==> src/rtl/pcie_wr_convert.sv <==
// pcie_wr_convert: steers a raster pixel stream into four quadrant DMA write ports,
// tracking frame position from pix_sof and flagging mid-frame SOF as a sync error.
module pcie_wr_convert #(
  parameter int H_ACT = 1920,
  parameter int V_ACT = 1080,
  parameter int DW    = 32
) (
  input  logic          pclk_div2,
  input  logic          sys_rst_n,
  input  logic          pix_valid,
  input  logic          pix_sof,
  input  logic [DW-1:0] pix_data,
  output logic          pix_ready,
  input  logic [3:0]    buf_full,
  output logic          dma_wr_A_wren,
  output logic          dma_wr_B_wren,
  output logic          dma_wr_C_wren,
  output logic          dma_wr_D_wren,
  output logic [DW-1:0] dma_wr_data,
  output logic          frame_done,
  output logic          sync_err,
  input  logic          err_clr
);
  typedef enum logic {WAIT_SOF, ACTIVE} state_t;
  localparam logic [11:0] H_LAST = 12'(H_ACT - 1);
  localparam logic [11:0] V_LAST = 12'(V_ACT - 1);
  localparam logic [11:0] H_HALF = 12'(H_ACT / 2);
  localparam logic [11:0] V_HALF = 12'(V_ACT / 2);

  state_t        state_q, state_d;
  logic [11:0]   h_q, h_d, v_q, v_d;
  logic [3:0]    wren_q, wren_d;
  logic [DW-1:0] data_q, data_d;
  logic          done_q, done_d, err_q, err_d;
  logic [1:0]    quad, qsel;
  logic          wr, h_wrap, last;

  assign quad      = {v_q >= V_HALF, h_q >= H_HALF};
  assign pix_ready = (state_q == WAIT_SOF) | ~buf_full[quad];

  always_comb begin
    wr      = pix_valid & pix_ready & (pix_sof | (state_q == ACTIVE));
    qsel    = pix_sof ? 2'd0 : quad;
    h_wrap  = h_q == H_LAST;
    last    = h_wrap & (v_q == V_LAST);
    wren_d  = wr ? 4'b0001 << qsel : 4'b0000;
    data_d  = wr ? pix_data : data_q;
    done_d  = wr & ~pix_sof & last;
    err_d   = (wr & pix_sof & (state_q == ACTIVE) & ((h_q != 12'd0) | (v_q != 12'd0))) | (err_q & ~err_clr);
    state_d = !wr ? state_q : pix_sof ? ACTIVE : last ? WAIT_SOF : state_q;
    h_d     = !wr ? h_q : pix_sof ? 12'd1 : h_wrap ? 12'd0 : h_q + 12'd1;
    v_d     = !wr ? v_q : pix_sof ? 12'd0 : !h_wrap ? v_q : last ? 12'd0 : v_q + 12'd1;
  end

  always_ff @(posedge pclk_div2 or negedge sys_rst_n) begin
    if (!sys_rst_n) begin
      state_q <= WAIT_SOF;
      h_q     <= '0;
      v_q     <= '0;
      wren_q  <= '0;
      data_q  <= '0;
      done_q  <= 1'b0;
      err_q   <= 1'b0;
    end else begin
      state_q <= state_d;
      h_q     <= h_d;
      v_q     <= v_d;
      wren_q  <= wren_d;
      data_q  <= data_d;
      done_q  <= done_d;
      err_q   <= err_d;
    end
  end

  assign {dma_wr_D_wren, dma_wr_C_wren, dma_wr_B_wren, dma_wr_A_wren} = wren_q;
  assign dma_wr_data = data_q;
  assign frame_done  = done_q;
  assign sync_err    = err_q;
endmodule
==> config.mk <==
export PLATFORM = sky130hd
export DESIGN_NAME = pcie_wr_convert
export DESIGN_NICKNAME = d
export VERILOG_FILES = /design/src/rtl/pcie_wr_convert.sv
export SDC_FILE = /design/constraint.sdc
export NUM_CORES = 1
export LEC_CHECK = 0
export CAP_MARGIN = 20
export CORE_ASPECT_RATIO = 0.7
export CORE_MARGIN = 3
export CORE_UTILIZATION = 53
export CTS_CLUSTER_DIAMETER = 50
export DETAILED_ROUTE_END_ITERATION = 10
export PLACE_DENSITY_LB_ADDON = 0.25
export SYNTH_ARGS = -nofsm -noshare
export SYNTH_HDL_FRONTEND = slang
export SYNTH_SLANG_ARGS = --single-unit
==> constraint.sdc <==
create_clock -name pclk_div2 -period 3.35 [get_ports pclk_div2]
set_input_delay 0.67 -clock pclk_div2 [delete_from_list [all_inputs] [get_ports pclk_div2]]
set_output_delay 0.67 -clock pclk_div2 [all_outputs]
set_load 0.005 [all_outputs]
---- After elaboration in Yosys (flattened, before gate mapping) ----
Cells that the tools add are included.
operators by class
  $add $sub $neg .......................... 2
  $lt $le $gt $ge ......................... 3
  eq/ne operators ......................... 2
  shift operators ......................... 1
  mux-type cells .......................... 11
  bitwise logic cells ..................... 17
  reductions and logical operators ........ 6
operator list
  kind                                                                           count
  12-bit two-way mux                                                             5
  12-bit by 1-bit adder with 12-bit output (second input constant)               2
  12-bit by 11-bit == test with 1-bit output (second input constant)             2
  12-bit by 10-bit >= comparator with 1-bit output (second input constant)       2
  12-bit nonzero test                                                            2
  1-bit bitwise AND                                                              9
  4-bit two-way mux                                                              1
  1-bit inverter                                                                 4
  1-bit bitwise OR                                                               4
  2-bit AND reduction                                                            2
  2-bit nonzero test                                                             2
  1-bit by 2-bit left shift with 4-bit output (first input constant)             1
  2-bit by 3-bit less-than comparator with 1-bit output (second input constant)  1
  1-bit two-way mux                                                              3
  1-bit binary-select mux with 2-bit select                                      1
  2-bit two-way mux                                                              1
storage, ports and cells
  bits in registers ....................... 63
  input bits .............................. 41
  output and inout bits ................... 39
  logic and storage cells ................. 49

---- Depth between registers and ports, before layout ----
  word-level depth ........................ 11
  gate-level depth with buffers ........... 10
  depth with buffers taken out ............ 7

---- Worst setup path before layout ----
OpenSTA, ideal clock, no wires.
  path kind ............................... flip-flop to flip-flop
  start point ............................. register h_q[0]
  end point ............................... register v_q[11]
  setup time .............................. 0.127 ns
  arrival time ............................ 1.916 ns
  required time ........................... 3.223 ns
  setup slack ............................. 1.307 ns
  stages on the path, launching flop included .. 9
  buffers on the path ..................... 1
  period minus slack after synthesis ...... 2.043 ns
  cells stage by stage .................... dfrtp_1 ha_1 nand3_1 o41ai_4 and3_1 buf_4 a31oi_1 o21ai_1 o31ai_2
between the ends
  longest elaborated chain between the ends .. 8
  elaborated cells on any way between the ends .. 14
  those cells by class .................... 1 x order compare; 1 x eq/ne; 5 x mux; 5 x bitwise; 2 x reduce/logical
ends and longest elaborated chain
  element                                           RTL line  text
  from (decl)                                       31        logic [11:0] h_q, h_d, v_q, v_d;
  from (signal assigned)                            58        h_q <= '0;
  from (signal assigned)                            66        h_q <= h_d;
  12-bit by 10-bit >= comparator with 1-bit output  38        assign quad = {v_q >= V_HALF, h_q >= H_HALF};
  1-bit binary-select mux with 2-bit select         39        assign pix_ready = (state_q == WAIT_SOF) | ~buf_full[quad];
  1-bit two-way mux (implied by the code)           39
  1-bit inverter                                    39
  1-bit bitwise OR                                  39
  1-bit bitwise AND (2 in a row)                    42        wr = pix_valid & pix_ready & (pix_sof | (state_q == ACTIVE));
  2-bit AND reduction (no line)                     -
  to (signal assigned)                              67        v_q <= v_d;
  to (decl)                                         31
Several ways; a longest one is shown, not always the timed one. The select of a mux whose other input is x is not followed.
A chain may end at the register's enable or synchronous reset.

---- Worst setup path in the final report ----
  start point ............................. register v_q[6]
  end point ............................... output port pix_ready
between the ends
  longest elaborated chain between the ends .. 5
ends and longest elaborated chain
  element                                           RTL line  text
  12-bit by 10-bit >= comparator with 1-bit output  38
  1-bit binary-select mux with 2-bit select         39
  1-bit two-way mux (implied by the code)           39
  1-bit inverter                                    39
  1-bit bitwise OR                                  39
  to (decl)                                         13        output logic pix_ready,
No other way between the ends. The select of a mux whose other input is x is not followed.

==> out/qor.yml <==
outcome:
  status: "finished clean"
cts:
  cts_resized: 0
  cts_tree: "built"
  htreeDepth: 3
  cts.sinks: 63
  hold_buffers: 0
  path_clk_slew_ns: 0.07
  clk-insertion-delay-late_ns: 0.35
  cts_setup_buffers: 0
  clock-root-buffer: "clkbuf_8"
  clock_path_buffers: 2
  cts-buffers-inserted: 9
power_and_ir_drop:
  ir_worst_vdd_v: 0.000380
  leakagePower_nw: 1.70
  power.density_mw_per_mm2: 492
grt:
  grt_usage: 0.238
  overflow: 0
  grt_max_degree: 29
  grt_pass1_vias: 2576
  antenna_found_initial: 0
  grt_first_pass_wirelength_mm: 12.9
final_layout:
  layout.nets: 405
  area_growth_pct: 31.8
  stdcell_area_mm2: 0.00414
  drive_gt1_frac: 0.110
  num_antenna_cells: 0
detailed_routing:
  num_vias: 2562
  via_per_inst: 5.88
  wl_met2_mm: 3.47
  wl_per_cell_um: 17.5
  drc: 0
  routed_wl_mm: 7.63
  first_pass_iters: 5
  ant_nets: 0
  drtIter0Drc: 239
  met1_length_mm: 3.41
  wl_met3_um: 635
  highest_layer: "met4"
setup_path:
  worst_ep_required_time_ns: 2.68
  reg2reg_to: "v_q[9]$_DFFE_PN0P_"
  worstSetupEndpoint: "pix_ready"
  critPathArrivalTime_ns: 2.32
  crit_fanout: 6
  rrSetupSlack_ns: 0.77
  reg2regPathDepth: 6
  startpoint_type: "flop"
  crit_path_start: "v_q[6]$_DFFE_PN0P_"
  cp-end-kind: "output pin"
  r2r_start: "h_q[1]$_DFFE_PN0P_"
  critPathKind: "flop to output pin"
timing:
  timing.final.ws_setup_ns: 0.360
  grt_setup_unrepaired: "false"
  worst_hold_slack_ns: 0.244
  fin_crit_sh: 0.893
  final_hold_viol_count: 0
  min_period_ns: 2.99
  fmax_mhz: 334
  clock_skew_ns: 0.00713
  worst-slew-pin-transition_ns: 0.680
  finalSetupTns_ns: 0
  max_slew_margin: 0.542
  finalMaxSlewViolations: 0
  setup_viol: 0
die:
  num_io_pins: 80
  dieArea_mm2: 0.00691
  fp.dieH_um: 70.4
  rows: 22
  initial_utilization: 0.574
  core-area_mm2: 0.00548
  die_x_um: 98.1
logic_synthesis:
  synthTopCellsByCount: "dfrtp_1 (63), mux2_1 (29), o21ai_0 (16), nand2_1 (15)"
  synth_edf_count: 0
  synth.ff_latch_count: 63
  synthArstFlopShare: 1.00
  yosysMostFrequentCell: "dfrtp_1"
  syn_nets: 324
  synth_top_area_cell: "dfrtp_1"
  seq_area_frac_synth: 0.501
  ys_warn_count: 0
  avgSynthCellArea_um2: 11.3
  ys.flop_type: "dfrtp_1"
  synth.distinct_cells: 48
  netlist_area_mm2: 0.00314
  synth_top_area_share: 0.501
  yosys-top-cells-area: "dfrtp_1 (50%), mux2_1 (10%), o21ai_0 (2.5%), o41ai_2 (2.1%), o21ai_1 (1.9%)"
  synthCells: 279
hold_path:
  hold_class: "primary input to async pin"
placed_design:
  gp_congestion: 0.903
  placed_area_mm2: 0.00396
  pre_cts_ws_ns: 0.492
  port_buffers: 79
  dp_hpwl_mm: 5.70
flow_run:
  cap_violations: 0
==> routing by layer <==
metal	track usage	up-vias
li1	-	1200
met1	0.327	1248
met2	0.361	102
met3	0.0798	12
met4	0.0645	0
met5	0	-
==> state kept, by name, indices dropped and copies added (netlist names) <==
signal,cells
frame_done,1
dma_wr_data,32
state_q,1
wren_q,4
v_q,12
sync_err,1
h_q,12
==> metrics by stage <==
stage | instances | utilization | power, mW
detailed placement | 421 | 0.724 | 1.43
floorplan | 279 | - | 1.13
finish | 436 | 0.756 | 2.04
global placement | 421 | 0.724 | 1.41
global route | 436 | 0.756 | 2.14
CTS | 436 | 0.756 | 2.05
==> logic make-up after synthesis <==
logic type / after synthesis / share of synthesized area
AND/OR/NAND/NOR: 84 / 0.152
AO/OA/AOI/OAI: 69 / 0.167
flip-flops: 63 / 0.501
multiplexers: 32 / 0.115
buffers and inverters: 27 / 0.0489
adder cells (fa/ha/maj): 4 / 0.0159
==> worst max-delay path, stage by stage, from the launching register on <==
cell             delay, ns
dfrtp_1               0.45
o41ai_2               0.33
and3_1                0.35
o211ai_2              0.16
and2_1                0.22
clkdlybuf4s50_1       0.46
==> cell type report <==
type | count | area [um2]
Multi-Input combinational cell | 189 | 1410
Clock inverter | 4 | 47.5
Inverter | 10 | 37.5
Fill cell | 367 | 1340
Sequential cell | 63 | 1580
Clock buffer | 11 | 131
Tap cell | 72 | 90.1
Timing Repair Buffer | 87 | 846
==> power by group <==
group          internal [mW]  switching, mW
clock network          0.337          0.280
logic                  0.293          0.170
registers              0.876         0.0818
==> cell usage in the layout (no fill, tap or decap), drive strengths merged, types with 8 or more instances in the layout <==
cell	synthesis	final
clkdlybuf4s50	0	78
nand2	16	16
o31ai	10	10
buf	13	9
o21ai	29	29
dfrtp	63	63
nand3	11	11
nor2	12	12
mux2	32	32
and3	8	8
inv	10	10
clkbuf	4	11
==> worst min path at each step <==
stage	start	to	slack [ns]	cells past startpoint
final	sys_rst_n	h_q[6]$_DFFE_PN0P_	0.24	1
after global routing	sys_rst_n	frame_done$_DFF_PN0_	0.26	1
after CTS	sys_rst_n	h_q[9]$_DFFE_PN0P_	0.25	1
after detailed placement	dma_wr_data[28]$_DFFE_PN0P_	dma_wr_data[28]$_DFFE_PN0P_	0.48	1
after global placement	dma_wr_data[31]$_DFFE_PN0P_	dma_wr_data[31]$_DFFE_PN0P_	0.47	1
after floorplan	sys_rst_n	dma_wr_data[0]$_DFFE_PN0P_	0.37	0
(Power assumes the default switching activity.)
